### src/rtl/first_stage_sequencer.sv
// -----------------------------------------------------------------------------
// first_stage_sequencer
// Sequences element fetches and datapath strobes for a multi-layer vector run.
// For each layer it fetches VECTOR_LENGTH elements, one capture strobe per
// element. It then waits for the datapath's z result and emits one
// vector-finishing strobe. The run ends in DONE with a sticky finished flag.
//
// Ports
//   clock            rising-edge clock
//   clear_n          asynchronous active-low reset
//   go               start request (accepted in IDLE/DONE only)
//   abort            synchronous cancel of a run in progress
//   mem_valid        element data available for mem_addr
//   z_vector_ready   datapath finished the current vector
//   mem_req          element fetch request
//   mem_addr         {active_layer, element_index}
//   a_element_ready  capture strobe for a elements
//   b_element_ready  capture strobe for b elements (identical to a)
//   vector_finishing vector complete strobe
//   active_layer     current layer index
//   busy             run in progress
//   finished         run complete (sticky)
//   cycle_count      busy-cycle count of current/last run (saturating)
// -----------------------------------------------------------------------------
module first_stage_sequencer #(
    parameter int unsigned VECTOR_LENGTH = 16,
    parameter int unsigned NUM_LAYERS    = 4
) (
    input  logic                                 clock,
    input  logic                                 clear_n,
    input  logic                                 go,
    input  logic                                 abort,
    input  logic                                 mem_valid,
    input  logic                                 z_vector_ready,
    output logic                                 mem_req,
    output logic [2+$clog2(VECTOR_LENGTH)-1:0]   mem_addr,
    output logic                                 a_element_ready,
    output logic                                 b_element_ready,
    output logic                                 vector_finishing,
    output logic [1:0]                           active_layer,
    output logic                                 busy,
    output logic                                 finished,
    output logic [31:0]                          cycle_count
);

    localparam int unsigned EW = $clog2(VECTOR_LENGTH);
    localparam int unsigned CW = 32;

    localparam logic [EW-1:0] LAST_ELEM  = EW'(VECTOR_LENGTH - 1);
    localparam logic [1:0]    LAST_LAYER = 2'(NUM_LAYERS - 1);

    typedef enum logic [2:0] {
        S_IDLE,
        S_FETCH,
        S_ISSUE,
        S_WAIT_Z,
        S_FINISH_VEC,
        S_DONE
    } state_e;

    state_e          state_q, state_d;
    logic [EW-1:0]   elem_q, elem_d;
    logic [1:0]      layer_q, layer_d;
    logic [CW-1:0]   count_q, count_d;
    logic            busy_now;

    logic            mem_req_q;
    logic            strobe_q;
    logic            vfin_q;
    logic            busy_q;
    logic            finished_q;

    // Next-state, counters and busy-cycle counter
    always_comb begin
        state_d  = state_q;
        elem_d   = elem_q;
        layer_d  = layer_q;
        count_d  = count_q;
        busy_now = (state_q == S_FETCH) || (state_q == S_ISSUE) ||
                   (state_q == S_WAIT_Z) || (state_q == S_FINISH_VEC);

        unique case (state_q)
            S_IDLE, S_DONE: begin
                if (go) begin
                    state_d = S_FETCH;
                    elem_d  = '0;
                    layer_d = '0;
                    count_d = '0;
                end
            end
            S_FETCH: begin
                if (mem_valid) begin
                    state_d = S_ISSUE;
                end
            end
            S_ISSUE: begin
                if (elem_q == LAST_ELEM) begin
                    elem_d  = '0;
                    state_d = S_WAIT_Z;
                end else begin
                    elem_d  = elem_q + EW'(1);
                    state_d = S_FETCH;
                end
            end
            S_WAIT_Z: begin
                if (z_vector_ready) begin
                    state_d = S_FINISH_VEC;
                end
            end
            S_FINISH_VEC: begin
                if (layer_q == LAST_LAYER) begin
                    state_d = S_DONE;
                end else begin
                    layer_d = layer_q + 2'(1);
                    state_d = S_FETCH;
                end
            end
            default: begin
                state_d = S_IDLE;
            end
        endcase

        // Abort overrides every busy transition; the counter freezes on that edge.
        if (busy_now) begin
            if (abort) begin
                state_d = S_IDLE;
                elem_d  = '0;
                layer_d = '0;
                count_d = count_q;
            end else if (count_q != {CW{1'b1}}) begin
                count_d = count_q + CW'(1);
            end
        end
    end

    // State and counter registers
    always_ff @(posedge clock or negedge clear_n) begin
        if (!clear_n) begin
            state_q <= S_IDLE;
            elem_q  <= '0;
            layer_q <= '0;
            count_q <= '0;
        end else begin
            state_q <= state_d;
            elem_q  <= elem_d;
            layer_q <= layer_d;
            count_q <= count_d;
        end
    end

    // Output flags registered from the next-state decode so they align with state_q
    always_ff @(posedge clock or negedge clear_n) begin
        if (!clear_n) begin
            mem_req_q  <= 1'b0;
            strobe_q   <= 1'b0;
            vfin_q     <= 1'b0;
            busy_q     <= 1'b0;
            finished_q <= 1'b0;
        end else begin
            mem_req_q  <= (state_d == S_FETCH);
            strobe_q   <= (state_d == S_ISSUE);
            vfin_q     <= (state_d == S_FINISH_VEC);
            busy_q     <= (state_d == S_FETCH) || (state_d == S_ISSUE) ||
                          (state_d == S_WAIT_Z) || (state_d == S_FINISH_VEC);
            finished_q <= (state_d == S_DONE);
        end
    end

    assign mem_req          = mem_req_q;
    assign mem_addr         = {layer_q, elem_q};
    assign a_element_ready  = strobe_q;
    assign b_element_ready  = strobe_q;
    assign vector_finishing = vfin_q;
    assign active_layer     = layer_q;
    assign busy             = busy_q;
    assign finished         = finished_q;
    assign cycle_count      = count_q;

endmodule

### config.mk
export PLATFORM = sky130hd
export DESIGN_NAME = first_stage_sequencer
export DESIGN_NICKNAME = d
export VERILOG_FILES = /design/src/rtl/first_stage_sequencer.sv
export SDC_FILE = /design/constraint.sdc
export NUM_CORES = 1
export LEC_CHECK = 0
export ABC_AREA = 1
export CELL_PAD_IN_SITES_DETAIL_PLACEMENT = 0
export CELL_PAD_IN_SITES_GLOBAL_PLACEMENT = 2
export CORE_UTILIZATION = 29
export CTS_CLUSTER_SIZE = 20
export DETAILED_ROUTE_END_ITERATION = 8
export GPL_TIMING_DRIVEN = 0
export PLACE_DENSITY_LB_ADDON = 0.12
export SYNTH_ARGS = -nofsm -noshare
export SYNTH_HDL_FRONTEND = slang
export SYNTH_SLANG_ARGS = --single-unit
export TNS_END_PERCENT = 50
### constraint.sdc
create_clock -name clock -period 2.1 [get_ports clock]
set_input_delay 0.21 -clock clock [delete_from_list [all_inputs] [get_ports clock]]
set_output_delay 0.21 -clock clock [all_outputs]
set_load 0.02 [all_outputs]
======== After elaboration in Yosys (flattened, before gate mapping) ========
Index checks and enable logic that the tools add are counted.
operators by class
  eq/ne operators ......................... 14
  reduce and logical (&&, ||, !) cells .... 8
  add/sub/neg operators ................... 3
  multiplexer cells ....................... 23
operators by type and width
  operator                                                         count
  32-bit 2-to-1 mux                                                5
  32-bit by 1-bit adder with 32-bit output, second input constant  1
  32-bit != test, second input constant                            1
  3-bit 2-to-1 mux                                                 6
  4-bit 2-to-1 mux                                                 4
  3-bit case mux with 5 select lines                               1
  3-bit by 2-bit == test with 1-bit output, second input constant  4
  3-bit == test, second input constant                             4
  2-bit 2-to-1 mux                                                 5
  4-bit case mux with 2 select lines                               1
  3-bit by 1-bit == test with 1-bit output, second input constant  2
  1-bit logical OR                                                 6
  4-bit by 1-bit adder with 4-bit output, second input constant    1
  4-bit == test, second input constant                             1
  2-bit case mux with 2 select lines                               1
  3-bit logical NOT                                                1
  2-bit by 1-bit adder with 2-bit output, second input constant    1
  2-bit == test, second input constant                             1
  2-bit != test, second input constant                             1
  2-bit OR reduction                                               1
storage, ports and cells
  output and inout port bits .............. 46
  bits of input ports ..................... 6
  register bits after elaboration ......... 46

======== Depth between registers and ports, before layout ========
Gate-level depths: netlist of run 1.
  depth in word-level cells ............... 9
  depth in mapped cells ................... 13
  gate-level depth less buffers ........... 12

======== Worst setup path after synthesis of run 1 ========
OpenSTA, ideal clock, no wires.
  kind .................................... register to register
  start point ............................. register count_q[0] (netlist: cycle_count[0])
  end point ............................... register count_q[8] (netlist: cycle_count[8])
  data required time ...................... 1.987 ns
  buffers on the path ..................... 1
  arrival ................................. 1.742 ns
  path slack .............................. 0.245 ns
  stages on the path, launching flop included .. 14
  path through ............................ dfrtp_1 -> ha_1 -> nand2_1 -> nor2_4 -> nand2_2 -> nor2_8 -> nand3_4 -> nand2_4 -> inv_2 -> buf_6 -> o21ai_0 -> nand2_1 -> nand2_1 -> inv_1
on the way
  longest elaborated chain between the ends .. 4
RTL lines
  element                                                                     line      source
  start, declared                                                             64        logic [CW-1:0] count_q, count_d;
  start signal, assigned                                                      147       count_q <= count_d;
  32-bit by 1-bit adder with 32-bit output or 32-bit != test (tied branches)  131, 130
  32-bit 2-to-1 mux *                                                         130       end else if (count_q != {CW{1'b1}}) begin
  32-bit 2-to-1 mux *                                                         125       if (abort) begin
  32-bit 2-to-1 mux *                                                         124       if (busy_now) begin
Mark *: on every way between the ends. The rest lies on a longest branch, timed or not. The select of a mux whose other input is x is not followed.
A chain may end at the register's enable or synchronous reset.

======== Final worst setup path of run 1 ========
  start point ............................. register count_q[1] (netlist: cycle_count[1])
  end point ............................... register count_q[22] (netlist: cycle_count[22])
The elaborated chain is that of the path after synthesis.

==> run_results.csv, run 1 <==
group,metric,value,unit
run_status,status,"finished clean",
power,pwr_density_cell,903,nW/um^2
die,die_h,103,microns
routing,drcViolationCount,0,
grt,track_usage,17.7,%
timing,fin_ws,0.133,ns
timing,period_needed,1.97,ns
placement,post-dp-hpwl,6.61,mm
setup_path,r2r-end,"cycle_count[22]",
timing,final.setup_skew,0.00473,ns
placement,placedInstanceArea,3640,sq um
grt,grt_pass1_wl,13.9,mm
layout,fin_area,3770,sq um
routing,num_vias,2844,
grt,grt_start_max_net_pins,30,
synthesis,synthesis.area,2940,sq um
synthesis,yosysSeqAreaShare,39.2,%
timing,timing.fmax,508,MHz
die,die_w,103,microns
routing,dr.pass1.iters,4,
power,leakage,1.76,nW
synthesis,synth_edf_count,0,
synthesis,synth_common_cells,"122 x nand2_1, 58 x inv_1, 46 x dfrtp_1, 46 x nor2_1, 29 x o21ai_0",
synthesis,syn_avg_cell_area,6.98,sq um
setup_path,reg2reg_slack,0.13,ns
setup_path,crit_type,"reg2reg",
routing,first_iter_violations,84,
layout,syn_to_final_growth,28.4,%
clocking,tritoncts,"built",
setup_path,required,2.30,ns
layout,fillCellCount,1070,
clocking,path_clk_slew,0.09,ns
timing,finalHoldViolations,0,
timing,setup_violations,0,
synthesis,synth.area.top_cells,"dfrtp_1 39%, nand2_1 16%, inv_1 7.4%",
synthesis,async_flop_share,100,%
setup_path,critPathMaxFanout,5,
clocking,cts-htree-levels,2,
layout,antenna_cells,0,
hold_path,hold_class,"in2async",
clocking,clockRootBuffer,"clkbuf_8",
timing,maxSlewViolCount,0,
grt,antenna_found_initial,0,
setup_path,r2r_cells,8,
grt,grt_overflow,0,
routing,avgRoutedWirePerCell,14.4,microns
synthesis,synth_cell_types,34,
layout,multiInputGateArea,1500,sq um
die,die-area,10500,sq um
timing,tightest_slew,0.766,ns
setup_path,cp-start-kind,"flop",
power,vdd_drop_max,0.500,mV
clocking,clk_latency,0.31,ns
timing,rsz0062_at_grt,"yes",
synthesis,syn_nets,429,
placement,globalplace.congestion,0.835,
synthesis,ys_ff_latch,46,
clocking,cts_made_buffers,5,
routing,viasPerCell,4.60,
clocking,clock_path_buffers,2,
placement,dp_slack,-0.0451,ns
grt,grt_pass1_vias,2565,
layout,regArea,1150,sq um
synthesis,netlist_instances,421,
layout,nNetsFinal,493,
routing,antenna_left,0,
synthesis,ys.flop_type,"dfrtp_1",
timing,final.period_utilization,93.7,%
die,core,9770,sq um
placement,portBuffers,51,
setup_path,crit_path_start,"cycle_count[1]",
clocking,clock_sinks,46,
synthesis,synth_warnings,0,
die,rows,36,
setup_path,crit_end,"cycle_count[22]",
timing,slew_headroom,48.9,%
setup_path,critPathArrivalTime,2.16,ns
layout,drive_gt1_share,9.28,%
synthesis,yosysTopAreaCellShare,39.2,%
synthesis,synth.most_common_cell,"nand2_1",
setup_path,critPathCaptureType,"flop",
die,pin_count,52,
synthesis,synth.largest_area_cell,"dfrtp_1",
job,cap_violations,0,
routing,routed_wl,8.90,mm
die,initial_core_util,30.0,%
setup_path,rr_startpoint,"cycle_count[1]",
how the worst min path moves through the flow:
stage	start	end	slack [ns]	depth (start not counted)
floorplan	clear_n	a_element_ready	-0.09	0
global placement	cycle_count[30]	cycle_count[30]	0.52	2
detailed placement	clear_n	cycle_count[11]	0.33	1
CTS	clear_n	cycle_count[4]	0.54	2
global route	cycle_count[30]	cycle_count[30]	0.57	2
finish	clear_n	cycle_count[14]	0.51	2
sequential cells by signal (all words and copies together) (netlist names):
signal	cells
finished	1
cycle_count	32
elem_q	4
vector_finishing	1
active_layer	2
state_q	3
a_element_ready	1
mem_req	1
busy	1
power by group:
part	switching [W]	internal, W	total, W
clock network	0.000321	0.000231	0.000552
logic	0.00106	0.000617	0.00168
registers	0.000147	0.00103	0.00118
total	0.00153	0.00188	0.00340
what timing repair did:
action                                 4_1_cts  5_1_grt
setup endpoints to repair                    2       25
gates resized for setup                      1        4
endpoints found under the hold margin       26        0
pin swaps                                    0        2
setup buffers                                0        4
hold buffers                                 1        0
placed cells by master, fill, tap and decap left out, types with 8 or more instances in the layout:
| cell type | n |
|---|---|
| o21ai_1 | 14 |
| nand3_1 | 26 |
| inv_1 | 58 |
| o21ai_0 | 29 |
| clkdlybuf4s50_1 | 50 |
| nor2_1 | 44 |
| dfrtp_1 | 46 |
| buf_4 | 8 |
| nor3_1 | 14 |
| nand2_1 | 121 |
through the flow:
stage | total power (W) | hold WS, ns | instances | TNS, ns | utilization [%]
finish | 0.00340 | 0.511 | 618 | 0 | 38.6
global route | 0.00367 | 0.572 | 618 | -0.0419 | 38.6
CTS | 0.00341 | 0.540 | 614 | 0 | 38.1
detailed placement | 0.00283 | 0.328 | 606 | -0.0491 | 37.2
global placement | 0.00283 | 0.524 | 605 | -37.92 | 37.0
floorplan | 0.00220 | -0.0856 | 421 | 0 | -
logic make-up after synthesis:
kind of cell | share of synthesized area, %
and+or+nand+nor | 36.6
buffers and inverters | 10.5
xor gates and xnor gates | 0.597
DFF | 39.2
AOI/OAI and AO/OA | 12.2
adders and majority gates | 0.852
routing by layer:
| metal | vias to the layer above | GRT usage, % | routed length [microns] | share of wire (%) |
|---|---|---|---|---|
| li1 | 1473 | - | - | - |
| met5 | - | 0 | 0 | 0 |
| met1 | 1308 | 27.2 | 4580 | 51 |
| met3 | 6 | 2.31 | 374 | 4.2 |
| met2 | 57 | 26.1 | 3860 | 43 |
| met4 | 0 | 4.29 | 88 | 0.99 |
final cells by class:
class / count / share of cell area [%]
repair buffers: 57 / 15.2
flip-flops and latches: 46 / 30.5
inverters: 61 / 6.21
multi-input cells: 305 / 39.7
clock buffers: 7 / 2.02
plain buffers: 9 / 1.96
well taps: 133 / 4.41
worst max-delay path: stages (launching register included):
cell and delay, ns:
dfrtp_1 0.40, ha_1 0.20, nand2_2 0.09, nor2_4 0.19, nand3_1 0.26, nor2_4 0.26
nand2_1 0.16, o211ai_1 0.21, o21ai_1 0.09
Note: power is estimated with default switching activity, not from simulation.
==> run 2, diff against run 1 <==
--- a/config.mk
+++ b/config.mk
@@ -13,6 +13,7 @@
 export DETAILED_ROUTE_END_ITERATION = 8
 export GPL_TIMING_DRIVEN = 0
 export PLACE_DENSITY_LB_ADDON = 0.12
+export RECOVER_POWER = 50
 export SYNTH_ARGS = -nofsm -noshare
 export SYNTH_HDL_FRONTEND = slang
 export SYNTH_SLANG_ARGS = --single-unit
==> run 2 against run 1 <==
  * Utilization decreased by 0.23 points
  * Design area fell by 0.60%
  * Global-route usage unchanged
  * Count of clock-buffer cells in the layout stayed put
  * Cell count unchanged
  * Maximum frequency about the same
  * Critical endpoint unchanged
  * Largest cell class unchanged
==> run_results.csv, run 2 (same netlist as run 1, synthesis figures left out) <==
group,metric,value,unit
setup_path,crit_chain,"ha_1 > nand2_2 > nor2_4 > nand3_1 > nor2_4 > nand2_1 > o211ai_1 > o21ai_1",
routing,routed_wl,8.91,mm
clocking,clock_path_buffers,2,
routing,avgRoutedWirePerCell,14.4,microns
power,vdd_drop_max,0.500,mV
routing,num_vias,2853,
layout,largest_reg_flops,32,
layout,nNetsFinal,493,
timing,final.period_utilization,93.7,%
routing,first_iter_violations,84,
setup_path,r2r_cells,8,
layout,fin_area,3750,sq um
placement,post-dp-hpwl,6.61,mm
routing,antenna_left,0,
die,die-area,10500,sq um
routing,drcViolationCount,0,
setup_path,crit_type,"reg2reg",
timing,timing.fmax,508,MHz
setup_path,critPathArrivalTime,2.16,ns
setup_path,critPathBufInv,0,
die,pin_count,52,
timing,finalHoldViolations,0,
timing,rsz0062_at_grt,"yes",
die,core,9770,sq um
timing,holdWs,0.514,ns
die,die_w,103,microns
clocking,cts-htree-levels,2,
layout,drive_gt1_share,9.28,%
setup_path,r2r-end,"cycle_count[22]",
grt,track_usage,17.7,%
die,rows,36,
setup_path,cp-start-kind,"flop",
run_status,status,"finished clean",
placement,placedInstanceArea,3640,sq um
grt,grt_use_met3,2.31,%
layout,syn_to_final_growth,27.6,%
timing,period_needed,1.97,ns
grt,grt_overflow,0,
clocking,tritoncts,"built",
setup_path,cp_slowest_stage_delay,0.40,ns
hold_path,hold_class,"in2async",
clocking,cts_made_buffers,5,
power,pwr_density_cell,899,nW/um^2
clocking,clockRootBuffer,"clkbuf_8",
grt,grt_pass1_wl,13.9,mm
setup_path,critPathMaxFanout,5,
layout,final_common_cell,"nand2_1",
timing,final.setup_skew,0.00524,ns
placement,globalplace.congestion,0.835,
setup_path,cp_top_family,"simple AND/OR/NAND/NOR gates",
clocking,clk_latency,0.31,ns
setup_path,crit_top_cell,"nor2_4",
power,leakage,1.80,nW
grt,grt_start_max_net_pins,30,
layout,antenna_cells,0,
timing,setup_violations,0,
grt,busiest_layer,"met1",
grt,antenna_found_initial,0,
setup_path,critPathSlowestCell,"dfrtp_1",
setup_path,reg2reg_slack,0.13,ns
setup_path,required,2.30,ns
timing,slew_headroom,47.0,%
placement,portBuffers,51,
routing,dr.pass1.iters,4,
die,die_h,103,microns
job,cap_violations,0,
clocking,clock_sinks,46,
grt,grt.met1_usage,27.2,%
grt,use_met2,26.1,%
routing,viasPerCell,4.62,
clocking,path_clk_slew,0.09,ns
grt,grt_pass1_vias,2565,
timing,tightest_slew,0.795,ns
layout,final_cell_mix,"121 x nand2_1, 58 x inv_1, 46 x dfrtp_1, 44 x nor2_1, 31 x clkdlybuf4s50_1",
timing,maxSlewViolCount,0,
setup_path,critPathCaptureType,"flop",
setup_path,rr_startpoint,"cycle_count[1]",
die,initial_core_util,30.0,%
==> run 2: cell count changes in the layout (fill, tap and decap cells not counted) <==
cell	previous run	this run
clkdlybuf4s50_1	50	31
buf_16	1	0
buf_2	3	2
dlygate4sd3_1	1	20
clkbuf_2	0	2
==> run 2: where the power goes <==
| group | internal [W] | switching, W |
|---|---|---|
| combinational | 0.000585 | 0.00106 |
| sequential | 0.00103 | 0.000144 |
| clock | 0.000231 | 0.000322 |
| total | 0.00184 | 0.00153 |
==> run 2: worst max-delay path by stage <==
stage / cells after the start / endpoint / slack, ns / from
floorplan: 13 / cycle_count[8] / 0.24 / cycle_count[0]
global placement: 1 / cycle_count[26] / -0.83 / clear_n
detailed placement: 8 / cycle_count[22] / -0.05 / cycle_count[0]
CTS: 12 / cycle_count[28] / 0.07 / cycle_count[0]
global route: 9 / cycle_count[30] / -0.03 / cycle_count[0]
finish: 8 / cycle_count[22] / 0.13 / cycle_count[1]
==> run 2: repair_timing <==
action / 4_1_cts / 5_1_grt
hold endpoints to repair: 26 / 0
hold buffers: 1 / 0
buffers inserted: 0 / 4
resized for setup: 1 / 4
setup endpoints to repair: 2 / 25
pin swaps: 0 / 2
==> run 2: per-layer routing <==
layer  vias to the layer above  wire [microns]
met1                      1316            4570
met2                        59            3870
met5                         -               0
li1                       1472               -
met3                         6             382
met4                         0              88
==> run 2: cell type report <==
cell class	instances	area, sq um
inverter	61	234
sequential	46	1150
fill	1071	6030
buffer	9	73.8
timing repair buffer	57	551
multi-input combinational	305	1500
tap	133	166
clock buffer	7	76.3
==> run 2: per-stage QoR <==
step	utilization, %	total power, W	TNS (ns)	setup slack (ns)	cells
6_report	38.3	0.00337	0	0.133	618
5_1_grt	38.3	0.00363	-0.0419	-0.0308	618
4_1_cts	38.1	0.00341	0	0.0689	614
3_5_place_dp	37.2	0.00283	-0.0491	-0.0451	606
3_3_place_gp	37.0	0.00283	-37.92	-0.826	605
2_1_floorplan	-	0.00220	0	0.245	421
==> run 3, diff against run 2 <==
--- a/config.mk
+++ b/config.mk
@@ -8,12 +8,15 @@
 export ABC_AREA = 1
 export CELL_PAD_IN_SITES_DETAIL_PLACEMENT = 0
 export CELL_PAD_IN_SITES_GLOBAL_PLACEMENT = 2
+export CORE_ASPECT_RATIO = 0.5
 export CORE_UTILIZATION = 29
 export CTS_CLUSTER_SIZE = 20
 export DETAILED_ROUTE_END_ITERATION = 8
 export GPL_TIMING_DRIVEN = 0
+export HOLD_SLACK_MARGIN = 0.06
 export PLACE_DENSITY_LB_ADDON = 0.12
 export RECOVER_POWER = 50
+export SKIP_CTS_REPAIR_TIMING = 1
 export SYNTH_ARGS = -nofsm -noshare
 export SYNTH_HDL_FRONTEND = slang
 export SYNTH_SLANG_ARGS = --single-unit
==> run 3 against run 2 <==
  * The flow now finishes with violations (capacitance limit)
  * Flip-flop and latch count did not move
  * Worst hold slack better by 0.034 ns
  * Sequential share of layout area down 0.84 points
  * Non-clock buffer count shrank 2
  * Register-to-register slack gained 0.02 ns
  * Combinational power hardly changed
  * Critical path type unchanged
  * Clock skew rose by 0.0095 ns
  * Setup slack gained 0.021 ns
  * Global-route usage grew 0.28 points
==> run_results.csv, run 3 (same netlist as run 1, synthesis figures left out) <==
group,metric,value,unit
die,pin_count,52,
hold_path,hold_depth,2,
routing,viasPerCell,4.71,
die,die_h,73.2,microns
timing,final.setup_skew,0.0148,ns
layout,drive_gt1_share,9.09,%
timing,finalHoldViolations,0,
layout,fin_area,3850,sq um
grt,grt_pass1_wl,14.2,mm
setup_path,required,2.33,ns
routing,num_vias,2913,
clocking,clock_path_buffers,2,
setup_path,critPathMaxFanout,10,
layout,final_cells,619,
placement,globalplace.congestion,0.799,
die,core,9630,sq um
power,finalPower,0.00376,W
placement,dp_cells,608,
clocking,path_clk_slew,0.07,ns
setup_path,r2r_cells,10,
clocking,cts-htree-levels,2,
setup_path,critPathCaptureType,"flop",
layout,multiInputGateArea,1500,sq um
power,vdd_drop_max,0.374,mV
layout,fin_util,40.0,%
hold_path,hp-start,"cycle_count[1]",
power,pwr_density_cell,976,nW/um^2
timing,final.period_utilization,92.7,%
grt,track_usage,18.0,%
grt,grt_overflow,0,
setup_path,cp-start-kind,"flop",
routing,drcViolationCount,0,
routing,dr.pass1.iters,4,
timing,timing.fmax,514,MHz
run_status,violations,"capacitance limit",
layout,nNetsFinal,491,
timing,tightest_slew,1.50,ns
layout,final_common_cell,"nand2_1",
layout,largest_reg_flops,32,
setup_path,r2r-end,"cycle_count[21]",
placement,post-dp-hpwl,6.70,mm
layout,fillCellCount,1047,
run_status,status,"finished, violations left",
setup_path,reg2reg_slack,0.15,ns
layout,syn_to_final_growth,31.2,%
routing,routed_wl,8.83,mm
clocking,clk_latency,0.30,ns
placement,placedInstanceArea,3630,sq um
layout,regArea,1150,sq um
timing,fin_ws,0.154,ns
layout,final_cell_mix,"121 x nand2_1, 58 x inv_1, 46 x dfrtp_1, 44 x nor2_1, 30 x clkdlybuf4s50_1",
grt,grt_start_max_net_pins,25,
grt,antenna_found_initial,0,
clocking,cts_made_buffers,5,
layout,antenna_cells,0,
clocking,tritoncts,"built",
routing,first_iter_violations,117,
timing,slew_headroom,0.0103,%
die,die_w,144,microns
hold_path,hold_class,"reg2reg",
die,rows,25,
job,cap_violations,1,
power,leakage,1.84,nW
placement,portBuffers,51,
setup_path,crit_type,"reg2reg",
setup_path,critPathArrivalTime,2.18,ns
timing,setup_violations,0,
timing,period_needed,1.95,ns
die,initial_core_util,30.5,%
timing,maxSlewViolCount,0,
hold_path,worstHoldEndpoint,"cycle_count[1]",
routing,antenna_left,0,
setup_path,rr_startpoint,"cycle_count[0]",
clocking,clockRootBuffer,"clkbuf_16",
die,die-area,10600,sq um
clocking,clock_sinks,46,
routing,avgRoutedWirePerCell,14.3,microns
placement,dp_slack,0.0528,ns
grt,grt_pass1_vias,2735,
[run 3: cell count changes in the layout (fill, tap and decap cells not counted), sizes merged]
cell,previous run,this run
buf,13,11
clkdlybuf4s50,31,30
bufinv,0,1
dlygate4sd3,20,21
[run 3: per-stage QoR]
stage / TNS [ns] / hold slack [ns]
2_1_floorplan: 0 / -0.0856
3_3_place_gp: -37.11 / 0.529
3_5_place_dp: 0 / 0.257
4_1_cts: 0 / -0.0625
5_1_grt: -0.000623 / 0.574
6_report: 0 / 0.547
[run 3: per-layer routing]
metal / vias to the layer above / share of wire (%) / wire length [microns] / track usage, %
met5: - / 0 / 0 / 0
met1: 1371 / 53 / 4660 / 26.0
met4: 0 / 0.67 / 59 / 3.16
met2: 50 / 42 / 3750 / 27.6
met3: 8 / 4.0 / 356 / 4.07
li1: 1484 / - / - / -
[run 3: how the worst max path moves through the flow]
stage / start / end / cells after the start
floorplan: cycle_count[0] / cycle_count[8] / 13
global placement: clear_n / vector_finishing / 1
detailed placement: cycle_count[0] / cycle_count[26] / 10
CTS: cycle_count[0] / cycle_count[26] / 10
global route: cycle_count[0] / cycle_count[10] / 10
finish: cycle_count[0] / cycle_count[21] / 10
[run 3: cell type report]
| type | count | share of cell area, % |
|---|---|---|
| inverters | 61 | 6.07 |
| clock inverters | 1 | 0.779 |
| clock buffers | 7 | 3.44 |
| plain buffers | 9 | 1.98 |
| multi-input cells | 305 | 38.9 |
| repair buffers | 55 | 14.6 |
| well taps | 135 | 4.38 |
| flip-flops and latches | 46 | 29.9 |
[run 3: critical path, cell delays in order, from the launching register on]
cell and delay, ns:
dfrtp_1 0.42, ha_2 0.20, nand2_2 0.09, nor2_4 0.18, nand2_4 0.11, nor2_8 0.16, nand3_4 0.12, nand3_4 0.15
nand2_2 0.07, buf_2 0.21, o21ai_1 0.15
[run 3: where the power goes]
group | internal, W | leakage (nW) | switching [W] | total [W]
clock network | 0.000564 | 0.0781 | 0.000364 | 0.000928
registers | 0.00103 | 0.625 | 0.000152 | 0.00118
logic | 0.000612 | 1.14 | 0.00104 | 0.00165
total | 0.00220 | 1.84 | 0.00156 | 0.00376
